File: src/rtl/hazard_ctrl_unit.sv
// ID-stage hazard controller: load-use stalls, multi-cycle branch flush,
// per-source forwarding selects and saturating stall/flush statistics.
module hazard_ctrl_unit #(
    parameter int ADDR_W      = 5,
    parameter int NUM_SRC     = 2,
    parameter int LOAD_LAT    = 1,
    parameter int FLUSH_DEPTH = 2,
    parameter int CNT_W       = 16
) (
    input  logic                      clk,
    input  logic                      rst_n,
    input  logic                      id_valid,
    input  logic [NUM_SRC*ADDR_W-1:0] id_src_addr,
    input  logic [NUM_SRC-1:0]        id_src_used,
    input  logic                      ex_valid,
    input  logic                      ex_wb_en,
    input  logic [ADDR_W-1:0]         ex_wb_addr,
    input  logic                      ex_is_load,
    input  logic                      ex_branch_taken,
    input  logic                      dm_valid,
    input  logic                      dm_wb_en,
    input  logic [ADDR_W-1:0]         dm_wb_addr,
    output logic                      pc_hold,
    output logic                      if_id_hold,
    output logic                      id_ex_bubble,
    output logic                      if_id_flush,
    output logic [2*NUM_SRC-1:0]      fwd_sel,
    output logic [CNT_W-1:0]          stall_count,
    output logic [CNT_W-1:0]          flush_count,
    output logic                      busy
);

    localparam int MAX_LEN = (LOAD_LAT > FLUSH_DEPTH) ? LOAD_LAT : FLUSH_DEPTH;
    localparam int CW      = $clog2(MAX_LEN) + 1;

    typedef enum logic [1:0] {
        S_RUN   = 2'd0,
        S_STALL = 2'd1,
        S_FLUSH = 2'd2
    } state_t;

    state_t           state_q, state_d;
    logic [CW-1:0]    cnt_q, cnt_d;
    logic [CNT_W-1:0] stall_count_q, stall_count_d;
    logic [CNT_W-1:0] flush_count_q, flush_count_d;

    logic [NUM_SRC-1:0] lu_hit;
    logic               ex_fwd_ok;
    logic               dm_fwd_ok;
    logic               lu;
    logic               br;
    logic               hold_c;
    logic               bubble_c;
    logic               flush_c;
    logic               br_event;

    // A load's result is not available in EX, so it never forwards from there.
    assign ex_fwd_ok = ex_valid & ex_wb_en & ~ex_is_load;
    assign dm_fwd_ok = dm_valid & dm_wb_en;

    genvar gi;
    generate
        for (gi = 0; gi < NUM_SRC; gi++) begin : g_src
            logic [ADDR_W-1:0] src_addr;
            logic              src_live;
            logic              ex_hit;
            logic              dm_hit;

            assign src_addr = id_src_addr[gi*ADDR_W +: ADDR_W];
            assign src_live = id_src_used[gi] & (src_addr != '0);
            assign ex_hit   = src_live & ex_fwd_ok & (src_addr == ex_wb_addr);
            assign dm_hit   = src_live & dm_fwd_ok & (src_addr == dm_wb_addr);
            assign lu_hit[gi] = src_live & (src_addr == ex_wb_addr);

            assign fwd_sel[2*gi +: 2] = ex_hit ? 2'b01 :
                                        dm_hit ? 2'b10 : 2'b00;
        end
    endgenerate

    assign lu = id_valid & ex_valid & ex_wb_en & ex_is_load & (|lu_hit);
    assign br = ex_valid & ex_branch_taken;

    always_comb begin
        state_d  = state_q;
        cnt_d    = cnt_q;
        hold_c   = 1'b0;
        bubble_c = 1'b0;
        flush_c  = 1'b0;
        br_event = 1'b0;
        case (state_q)
            S_FLUSH: begin
                // EX holds a bubble here, so a taken-branch flag is ignored.
                flush_c  = 1'b1;
                bubble_c = 1'b1;
                cnt_d    = cnt_q - CW'(1);
                if (cnt_q <= CW'(1)) begin
                    state_d = S_RUN;
                    cnt_d   = '0;
                end
            end
            default: begin
                if (br) begin
                    // A taken branch wins and discards any pending stall.
                    flush_c  = 1'b1;
                    bubble_c = 1'b1;
                    br_event = 1'b1;
                    if (FLUSH_DEPTH > 1) begin
                        state_d = S_FLUSH;
                        cnt_d   = CW'(FLUSH_DEPTH - 1);
                    end else begin
                        state_d = S_RUN;
                        cnt_d   = '0;
                    end
                end else if (state_q == S_STALL) begin
                    hold_c   = 1'b1;
                    bubble_c = 1'b1;
                    cnt_d    = cnt_q - CW'(1);
                    if (cnt_q <= CW'(1)) begin
                        state_d = S_RUN;
                        cnt_d   = '0;
                    end
                end else if (lu) begin
                    hold_c   = 1'b1;
                    bubble_c = 1'b1;
                    if (LOAD_LAT > 1) begin
                        state_d = S_STALL;
                        cnt_d   = CW'(LOAD_LAT - 1);
                    end
                end
            end
        endcase
    end

    always_comb begin
        stall_count_d = stall_count_q;
        flush_count_d = flush_count_q;
        if (hold_c && (stall_count_q != '1)) begin
            stall_count_d = stall_count_q + CNT_W'(1);
        end
        if (br_event && (flush_count_q != '1)) begin
            flush_count_d = flush_count_q + CNT_W'(1);
        end
    end

    always_ff @(posedge clk or negedge rst_n) begin
        if (!rst_n) begin
            state_q       <= S_RUN;
            cnt_q         <= '0;
            stall_count_q <= '0;
            flush_count_q <= '0;
        end else begin
            state_q       <= state_d;
            cnt_q         <= cnt_d;
            stall_count_q <= stall_count_d;
            flush_count_q <= flush_count_d;
        end
    end

    // Gating with rst_n keeps control outputs low for the whole reset window,
    // even while the RUN-state decode sees hazardous inputs.
    assign pc_hold      = rst_n & hold_c;
    assign if_id_hold   = rst_n & hold_c;
    assign id_ex_bubble = rst_n & bubble_c;
    assign if_id_flush  = rst_n & flush_c;
    assign busy         = (state_q != S_RUN);
    assign stall_count  = stall_count_q;
    assign flush_count  = flush_count_q;

endmodule

File: config.mk
export PLATFORM = sky130hd
export DESIGN_NAME = hazard_ctrl_unit
export DESIGN_NICKNAME = d
export VERILOG_FILES = /design/src/rtl/hazard_ctrl_unit.sv
export SDC_FILE = /design/constraint.sdc
export NUM_CORES = 1
export LEC_CHECK = 0
export BUFFER_PORTS_ARGS = -buffer_cell sky130_fd_sc_hd__buf_2
export CAP_MARGIN = 20
export CORE_ASPECT_RATIO = 0.5
export CORE_MARGIN = 1.5
export CORE_UTILIZATION = 45
export DETAILED_ROUTE_END_ITERATION = 12
export PLACE_DENSITY = 0.71
export SLEW_MARGIN = 20
export SYNTH_ARGS = -nofsm -noshare
export SYNTH_HDL_FRONTEND = slang
export SYNTH_SLANG_ARGS = --single-unit
File: constraint.sdc
create_clock -name clk -period 2.45 [get_ports clk]
set_input_delay 0.1225 -clock clk [delete_from_list [all_inputs] [get_ports clk]]
set_output_delay 0.1225 -clock clk [all_outputs]
set_load 0.01 [all_outputs]
Word level (Yosys, flattened, before mapping). Index checks and enable logic that the tools add are counted.

Shifts and indexed selects: 0. Reduce and logical (&&, ||, !) cells: 7. Multiplexer cells: 21. Multiply operators: 0. Order comparisons: 1. Divide/modulo/power cells: 0. Bitwise operators: 24. $add $sub $neg: 3. Eq/ne operators: 8.

Operator list (number): adder 16 x 1 -> 16 bit, second input constant (2); != test 16 bit, second input constant (2); 2-to-1 mux 2 bit (12); bitwise AND 1 bit (23); == test 5 bit (4); nonzero test 5 bit (2); 2-to-1 mux 1 bit (9); nonzero test 3 bit (1); == test 2 x 1 -> 1 bit, second input constant (1); == test 2 bit, second input constant (1); less-or-equal comparator 2 x 1 -> 1 bit, second input constant (1); logical AND 1 bit (2); nonzero test 2 bit (1); OR reduction 2 bit (1); subtractor 2 x 1 -> 2 bit, second input constant (1); inverter 1 bit (1).

ROM bits: 0. Bits of input ports: 31. Memories: 0. Memory bits (writable): 0. Output and inout port bits: 41. Latch bits: 0. Logic and storage cells: 68. Register bits after elaboration: 36.

Longest topological paths before layout. Gate-level depths: netlist of run 1.

Depth in word-level cells: 10. Gate-level depth with buffers: 8. Mapped depth without buffers: 8.

Least setup slack after synthesis of run 1. OpenSTA, ideal clock, no wires.

Path kind: register to register. Start point: register flush_count_q[0] (netlist: flush_count[0]). End point: register flush_count_q[15] (netlist: flush_count[15]). Setup slack: 0.431 ns. Period minus slack after synthesis: 2.019 ns. Data arrival time: 1.894 ns. Library setup time: 0.125 ns. Stages on the path, launching flop included: 8. Path buffers: 0. Data required time: 2.325 ns. Cells stage by stage: dfrtp_1 -> ha_1 -> and3_1 -> a41oi_4 -> nand4_4 -> nor3_4 -> nand4_1 -> xnor2_1.

Word-level cells in the longest chain between the ends: 2. Elaborated cells between the ends (all ways): 3. Classes of those cells: add/sub: 1; eq/ne: 1; reduce/logical: 1.

Ends and longest elaborated chain: start, declared (RTL line 45) `logic [CNT_W-1:0] flush_count_q, flush_count_d;`; start signal, assigned (RTL line 155) `flush_count_q <= flush_count_d;`; parallel branches: the longest is 2 deep, another holds adder 16 x 1 -> 16 bit.

Parallel ways; which one is timed is not known. A chain may end at the register's enable or synchronous reset.

Worst setup path in the final report of run 1. Ends and elaborated chain as after synthesis.

==> results.yml, run 1 <==
critical_path:
  critPathMaxStageDelay_ns: 0.44
  critical_path_arrival_ns: 2.26
  start_kind: "flop"
  crit_chain: "ha_1 > and3_1 > a41oi_4 > nand4_4 > nor3_4 > nand4_1 > xnor2_1"
  required_ns: 2.62
  timing.critical_path.from: "flush_count[0]"
  path_buf_inv: 0
  cp_max_fo: 5
  worstReg2RegStart: "flush_count[0]"
  crit_type: "reg2reg"
  worstSetupEndpointType: "flop"
  critPathTopFamily: "simple AND/OR/NAND/NOR gates"
  cp_slowest_cell: "dfrtp_1"
global_routing:
  grt.total_usage_pct: 17.9
  grt_max_degree: 37
  grt_pass1_wl_um: 7080
  grt_pass1_vias: 1599
  grt_overflow_total: 0
  antenna_found_initial: 0
worst_hold_path:
  min_from: "ex_branch_taken"
  min_path_type: "in2reg"
layout:
  final_cell_mix: "71 x buf_2, 36 x dfrtp_1, 34 x xnor2_1"
  fin_nets: 304
  syn_to_final_growth_pct: 25.4
  layout-drive-gt1-share_pct: 33.6
  diodes: 0
  final_common_cell: "buf_2"
detailed_routing:
  ant_nets: 0
  totalWireLength_um: 4110
  wire_per_inst_um: 12.6
  met2_length_um: 1950
  met1_length_um: 1920
  drtIter0Drc: 45
  drt_first_pass_iters: 4
  wl_met3_um: 220
  drc_errors: 0
  vias: 1663
  detail_route.vias_per_cell: 5.12
  top_layer: "met4"
cts:
  clk_pin_slew_ns: 0.07
  cts_tree: "done"
  cts_sinks: 36
  cts_setup_buffers: 0
  cts_made_buffers: 5
  cts_root_buffer: "clkbuf_8"
  htreeDepth: 2
  clk_latency_ns: 0.28
  cts_buffer_depth: 2
timing:
  setup_ws_ns: 0.360
  finalHoldViolCount: 0
  worst_pin_slew_ns: 0.539
  slew_headroom_pct: 63.7
  max_freq_mhz: 478
  fin_setup_tns_ns: 0
  period_needed_ns: 2.09
  min_period_over_period_pct: 85.3
  setup_viol: 0
  finalClockSkew_ns: 0.00378
  rsz0062_at_grt: "false"
  finalMaxSlewViolations: 0
placement:
  io_buffers: 71
  dpl_worst_slack_ns: 0.349
  dp_hpwl_um: 3300
  gp_congestion: 0.856
power:
  ir_drop_v: 0.000243
  p_leak_nw: 1.23
  power_density_nw_per_um2: 595
floorplan:
  die_height_um: 50.4
  core_um2: 4100
  io_pins: 72
  initial_core_util_pct: 49.3
  design.die.area_um2: 4930
  die_w_um: 97.8
  rows: 16
yosys:
  synthesis.area_um2: 2020
  synthFlopType: "dfrtp_1"
  synthCells: 194
  synth-edff-count: 0
  synth_top_cell_area_share_pct: 44.5
  avgSynthCellArea_um2: 10.4
  ys_seq_area_share_pct: 44.5
  synth_top_cell_by_area: "dfrtp_1"
  synthesis.nets: 227
  synth_area_leaders: "dfrtp_1 45%, xnor2_1 15%, xor2_1 7.4%"
  synthArstFlopShare_pct: 100
  yosysWarnings: 0
  ys_types: 34
  ys_ff_latch: 36
flow_run:
  maxCapViolations: 0
outcome:
  status: "finished, final reports clean"
[through the flow]
stage          std cells  instance area (µm²)  hold WS (ns)  total power, mW  util, %
2_1_floorplan        194                 2020        -0.173            0.930        -
3_3_place_gp         317                 2430         0.202             1.06     59.2
3_5_place_dp         317                 2430         0.206             1.08     59.2
4_1_cts              325                 2540        0.0466             1.53     61.8
5_1_grt              325                 2540        0.0664             1.60     61.8
6_report             325                 2540        0.0516             1.51     61.8
[worst paths after layout]
path	endpoint	slack, ns	cells after the start
max in group asynchronous	flush_count[7]	1.72	3
min in group asynchronous	stall_count[9]	0.42	3
max reg2reg	flush_count[15]	0.36	7
max	flush_count[15]	0.36	7
min	state_q[0]	0.05	2
min reg2reg	stall_count[15]	0.49	1
[Yosys cell counts, types with 2 or more instances]
cell type,count
nor3_1,4
xnor2_1,34
nand2_1,22
or4_1,2
nand3_1,11
nor3b_1,2
inv_1,2
nand4_1,13
nor4_1,4
buf_4,3
and4_4,2
and3_1,5
ha_1,2
o21ai_0,3
nand2b_1,2
nor2_1,10
a21oi_1,5
dfrtp_1,36
xor2_1,17
[layer usage]
| layer | vias to the layer above | track usage, % |
|---|---|---|
| li1 | 833 | - |
| met1 | 779 | 23.1 |
| met2 | 47 | 31.0 |
| met5 | - | 0 |
| met3 | 4 | 4.04 |
| met4 | 0 | 4.52 |
[worst register-to-register path, cell delays in order (launching register included)]
cell	delay [ns]
dfrtp_1	0.44
ha_1	0.24
and3_1	0.23
a41oi_4	0.33
nand4_4	0.17
nor3_4	0.29
nand4_1	0.14
xnor2_1	0.14
[registers in the layout (all words and copies together), names as in the netlist]
name and cells:
cnt_q 2, stall_count 16, flush_count 16, state_q 2
[final cells by class]
cell class                      count  area [µm²]
Inverter                            2        7.51
Timing Repair Buffer               73         373
Multi-Input combinational cell    153        1090
Clock buffer                        7        96.3
Fill cell                         356        1570
Tap cell                           54        67.6
Sequential cell                    36         901
[logic make-up after synthesis]
family                     Yosys count  share of synthesized area (%)
AOI/OAI and AO/OA                   13                           5.63
xor gates and xnor gates            51                           22.1
adders and majority gates            2                           1.24
buffers and inverters                5                           1.48
DFF                                 36                           44.5
muxes                                2                           1.30
and+or+nand+nor                     85                           23.7
[where the power goes]
group	internal, mW	leakage (nW)	switching [mW]
Sequential	0.655	0.489	0.0849
Combinational	0.156	0.693	0.171
Clock	0.250	0.0503	0.193
[repair_timing]
item	4_1_cts	5_1_grt
gates resized for setup	0	0
hold endpoints to repair	36	0
hold buffers	1	0
No activity file was read; power rests on OpenSTA's default activity.
==> inputs of run 2 (changes only) <==
--- a/config.mk
+++ b/config.mk
@@ -5,6 +5,7 @@
 export SDC_FILE = /design/constraint.sdc
 export NUM_CORES = 1
 export LEC_CHECK = 0
+export ABC_AREA = 0
 export BUFFER_PORTS_ARGS = -buffer_cell sky130_fd_sc_hd__buf_2
 export CAP_MARGIN = 20
 export CORE_ASPECT_RATIO = 0.5
@@ -12,6 +13,7 @@
 export CORE_UTILIZATION = 45
 export DETAILED_ROUTE_END_ITERATION = 12
 export PLACE_DENSITY = 0.71
+export SETUP_SLACK_MARGIN = 0.5
 export SLEW_MARGIN = 20
 export SYNTH_ARGS = -nofsm -noshare
 export SYNTH_HDL_FRONTEND = slang
==> run 2 against run 1 <==
Against the previous run:
- final cell count is 1.5% higher
- fmax is 12% higher
- total power is 0.77% lower
- critical path type unchanged
- sequential power is 2% lower
- clock skew is 0.0084 ns higher
==> results.yml, run 2 (synthesis gave the netlist of run 1 again) <==
detailed_routing:
  drtIter0Drc: 45
  drc_errors: 0
  detail_route.vias_per_cell: 5.25
  wire_per_inst_um: 13.1
  totalWireLength_um: 4310
  drt_first_pass_iters: 4
  ant_nets: 0
  vias: 1733
layout:
  final_common_cell: "buf_2"
  fin_nets: 309
  final_cell_mix: "71 x buf_2, 34 x xnor2_1, 34 x dfrtp_1"
  layout-drive-gt1-share_pct: 36.6
  multiInputGateArea_um2: 1110
  syn_to_final_growth_pct: 27.6
  fillers: 344
  regArea_um2: 903
  diodes: 0
critical_path:
  crit_cells: 7
  critical_path_arrival_ns: 2.04
  cp_max_fo: 5
  path_buf_inv: 0
  critPathTopFamily: "simple AND/OR/NAND/NOR gates"
  r2r_cells: 7
  cp_slowest_cell: "dfrtp_2"
  crit_chain: "ha_1 > and3_2 > a41oi_4 > nand4_4 > nor3_4 > nand4_1 > xnor2_1"
  required_ns: 2.63
  crit_type: "reg2reg"
  worstSetupEndpointType: "flop"
  start_kind: "flop"
  critPathMaxStageDelay_ns: 0.40
floorplan:
  design.die.area_um2: 4930
  die_w_um: 97.8
  io_pins: 72
  die_height_um: 50.4
  initial_core_util_pct: 49.3
  rows: 16
  core_um2: 4100
placement:
  io_buffers: 71
  dp_hpwl_um: 3230
  dpl_worst_slack_ns: 0.415
  gp_congestion: 0.909
cts:
  htreeDepth: 2
  cts_root_buffer: "clkbuf_8"
  cts_made_buffers: 5
  clk_latency_ns: 0.29
  clk_pin_slew_ns: 0.08
  cts_buffer_depth: 2
  cts_tree: "done"
  cts_sinks: 36
timing:
  setup_viol: 0
  rsz0062_at_grt: "true"
  period_needed_ns: 1.86
  slew_headroom_pct: 63.9
  fin_setup_tns_ns: 0
  worst_pin_slew_ns: 0.536
  max_freq_mhz: 536
  finalHoldViolCount: 0
  setup_ws_ns: 0.586
  finalClockSkew_ns: 0.0122
  finalMaxSlewViolations: 0
  min_period_over_period_pct: 76.1
global_routing:
  grt.total_usage_pct: 18.2
  grt_pass1_vias: 1671
  antenna_found_initial: 0
  grt_pass1_wl_um: 7120
  grt_max_degree: 37
  grt_overflow_total: 0
power:
  power_density_nw_per_um2: 580
  p_leak_nw: 1.26
  power_mw: 1.50
  ir_drop_v: 0.000263
outcome:
  status: "finished, final reports clean"
worst_hold_path:
  min_path_type: "in2reg"
  hold_depth: 2
flow_run:
  maxCapViolations: 0
## run 2: changes by cell type in the layout (fill, tap and decap cells not counted), sizes merged
cell	previous run	this run
clkbuf	7	6
buf	72	77
clkinv	0	1
## run 2: through the flow
| step | util (%) | std cells | hold slack (ns) | area (µm²) |
|---|---|---|---|---|
| 4_1_cts | 62.2 | 329 | 0.0542 | 2550 |
| 5_1_grt | 62.9 | 330 | 0.0905 | 2580 |
| 6_report | 62.9 | 330 | 0.0885 | 2580 |
| 3_5_place_dp | 59.2 | 317 | 0.209 | 2430 |
| 3_3_place_gp | 59.2 | 317 | 0.201 | 2430 |
| 2_1_floorplan | - | 194 | -0.173 | 2020 |
## run 2: repair_timing
item / CTS / global route
resized for setup: 2 / 5
hold buffers: 1 / 0
endpoints found under the setup margin: 4 / 16
setup buffers: 4 / 1
pin swaps: 4 / 1
endpoints found under the hold margin: 36 / 0
## run 2: final timing paths
kind                            startpoint              end  slack (ns)
setup / recovery            flush_count[0]  flush_count[15]        0.59
hold / removal             ex_branch_taken       state_q[0]        0.09
setup reg to reg            flush_count[0]  flush_count[15]        0.59
hold reg to reg            flush_count[10]  flush_count[10]        0.49
max in group asynchronous            rst_n   flush_count[0]        1.68
min in group asynchronous            rst_n         cnt_q[0]        0.42
## run 2: final cells by class
cell class	instances	area share (%)
multi-input cells	153	43.2
well taps	54	2.62
clock buffers	6	2.81
repair buffers	78	15.9
flip-flops and latches	36	35.0
clock inverters	1	0.194
inverters	2	0.291
## run 2: power breakdown
part	leakage [nW]	internal (mW)	switching, mW
logic	0.737	0.182	0.198
clock network	0.0410	0.193	0.202
registers	0.487	0.656	0.0665
## run 2: per-layer routing
metal,GRT usage (%),up-vias,share of wire [%]
li1,-,845,-
met1,21.7,823,45
met2,32.2,56,48
met3,5.15,9,5.8
met4,5.95,0,1.2
met5,0,-,0
==> inputs of run 3 (changes only) <==
==> constraint.sdc (replaced) <==
create_clock -name clk -period 1.9 [get_ports clk]
set_input_delay 0.095 -clock clk [delete_from_list [all_inputs] [get_ports clk]]
set_output_delay 0.095 -clock clk [all_outputs]
set_load 0.01 [all_outputs]
==> run 3 against run 2 <==
Against the previous run:
- the flow now finishes with violations (setup timing)
- total power is 55% higher
- clock skew is 0.0066 ns lower
- global-route usage grew 3.9 points
- register-to-register slack lost 0.59 ns
- sequential share of layout area shrank 9.3 points
- largest cell class unchanged
==> results.yml, run 3 (synthesis gave the netlist of run 1 again) <==
detailed_routing:
  ant_nets: 0
  drc_errors: 0
  drt_first_pass_iters: 4
  wire_per_inst_um: 18.3
  detail_route.vias_per_cell: 5.51
  drtIter0Drc: 102
  vias: 2115
  totalWireLength_um: 7040
placement:
  gp_congestion: 0.799
  placed_area_um2: 2620
  numPlacedInstances: 331
  dp_hpwl_um: 3510
  io_buffers: 71
  dpl_worst_slack_ns: 0.0338
layout:
  final_cell_mix: "64 x buf_2, 40 x buf_4, 29 x dfrtp_1"
  multiInputGateArea_um2: 1530
  diodes: 0
  fillers: 194
  syn_to_final_growth_pct: 75.1
  final_common_cell: "buf_2"
  fin_cells: 384
  fin_area_um2: 3540
  regArea_um2: 910
  layout-drive-gt1-share_pct: 65.2
  fin_nets: 362
critical_path:
  cp_max_fo: 5
  crit_chain: "and4_1 > and4_4 > a41oi_4 > nand4_4 > nor3_4 > buf_4 > nand2_2 > xnor2_1"
  crit_type: "reg2reg"
  timing.critical_path.from: "flush_count[6]"
  r2r_cells: 8
  worstReg2RegStart: "flush_count[6]"
  required_ns: 2.08
  r2r-end: "flush_count[13]"
  path_buf_inv: 1
  crit_cells: 8
  critPathTopFamily: "simple AND/OR/NAND/NOR gates"
  cp-endpoint: "flush_count[13]"
  regToRegSetupSlack_ns: -0.001
  cp_slowest_cell: "dfrtp_1"
  worstSetupEndpointType: "flop"
  critPathMaxStageDelay_ns: 0.41
  start_kind: "flop"
  critical_path_arrival_ns: 2.08
cts:
  cts_tree: "done"
  cts_sinks: 36
  cts_made_buffers: 5
  clk_pin_slew_ns: 0.08
  clk_latency_ns: 0.29
  cts_buffer_depth: 2
  cts_root_buffer: "clkbuf_8"
  htreeDepth: 2
timing:
  slew_headroom_pct: 69.4
  fin_setup_tns_ns: -0.000990
  hold_ws_ns: 0.0592
  setup_ws_ns: -0.000990
  finalHoldViolCount: 0
  finalMaxSlewViolations: 0
  setup_viol: 1
  worst_pin_slew_ns: 0.460
  period_needed_ns: 1.90
  rsz0062_at_grt: "true"
  max_freq_mhz: 526
  min_period_over_period_pct: 100
  finalClockSkew_ns: 0.00554
worst_hold_path:
  min_path_type: "in2reg"
global_routing:
  grt.total_usage_pct: 22.1
  grt_pass1_wl_um: 8680
  grt_overflow_total: 0
  antenna_found_initial: 0
  grt_pass1_vias: 1951
  grt_max_degree: 37
floorplan:
  io_pins: 72
  design.die.area_um2: 4930
  initial_core_util_pct: 49.3
  die_height_um: 50.4
  die_w_um: 97.8
  rows: 16
  core_um2: 4100
power:
  ir_drop_v: 0.000388
  power_density_nw_per_um2: 653
  p_leak_nw: 1.79
outcome:
  violations: "setup timing"
  status: "finished with violations"
flow_run:
  maxCapViolations: 0
## run 3: power by group
| part | internal, mW | leakage (nW) | total, mW | switching, mW |
|---|---|---|---|---|
| logic | 0.447 | 1.26 | 0.823 | 0.376 |
| registers | 0.849 | 0.480 | 0.944 | 0.0957 |
| clock network | 0.256 | 0.0479 | 0.548 | 0.293 |
## run 3: cell type report
class / count / share of cell area [%]
multi-input cells: 153 / 43.2
inverters: 2 / 0.212
flip-flops and latches: 36 / 25.7
repair buffers: 131 / 26.5
well taps: 54 / 1.91
clock buffers: 5 / 1.94
clock inverters: 3 / 0.530
## run 3: through the flow
step                      util [%]  total power [mW]
after CTS                     76.5              2.16
after global placement        63.9              1.45
after floorplan                  -              1.22
after detailed placement      63.9              1.48
after global routing          86.3              2.44
final                         86.3              2.32
## run 3: worst min-delay path by stage
stage,startpoint,to,slack [ns],cells after the start
6_report,ex_branch_taken,state_q[0],0.06,2
5_1_grt,ex_branch_taken,state_q[0],0.07,2
3_3_place_gp,rst_n,stall_count[7],0.18,2
4_1_cts,ex_branch_taken,state_q[0],0.06,2
3_5_place_dp,rst_n,stall_count[7],0.19,2
2_1_floorplan,rst_n,cnt_q[0],-0.20,0
## run 3: worst reg2reg max path, delay by kind of cell, from the launching register on
family          cells  cell delay [ns]
compound gates      1             0.26
xor+xnor            1             0.12
simple gates        5             0.84
flops               1             0.41
buf+inv             1             0.17
## run 3: layer usage
layer | global-route usage (%) | share of wire, %
met4 | 8.10 | 3.0
met3 | 4.46 | 5.3
met2 | 39.0 | 50
met1 | 27.2 | 41
met5 | 0 | 0
## run 3: what timing repair did
action / CTS / global route
hold endpoints to repair: 36 / 0
gates resized for setup: 50 / 51
hold buffers: 1 / 0
setup endpoints to repair: 38 / 40
pin swaps: 33 / 34
setup buffers: 27 / 17
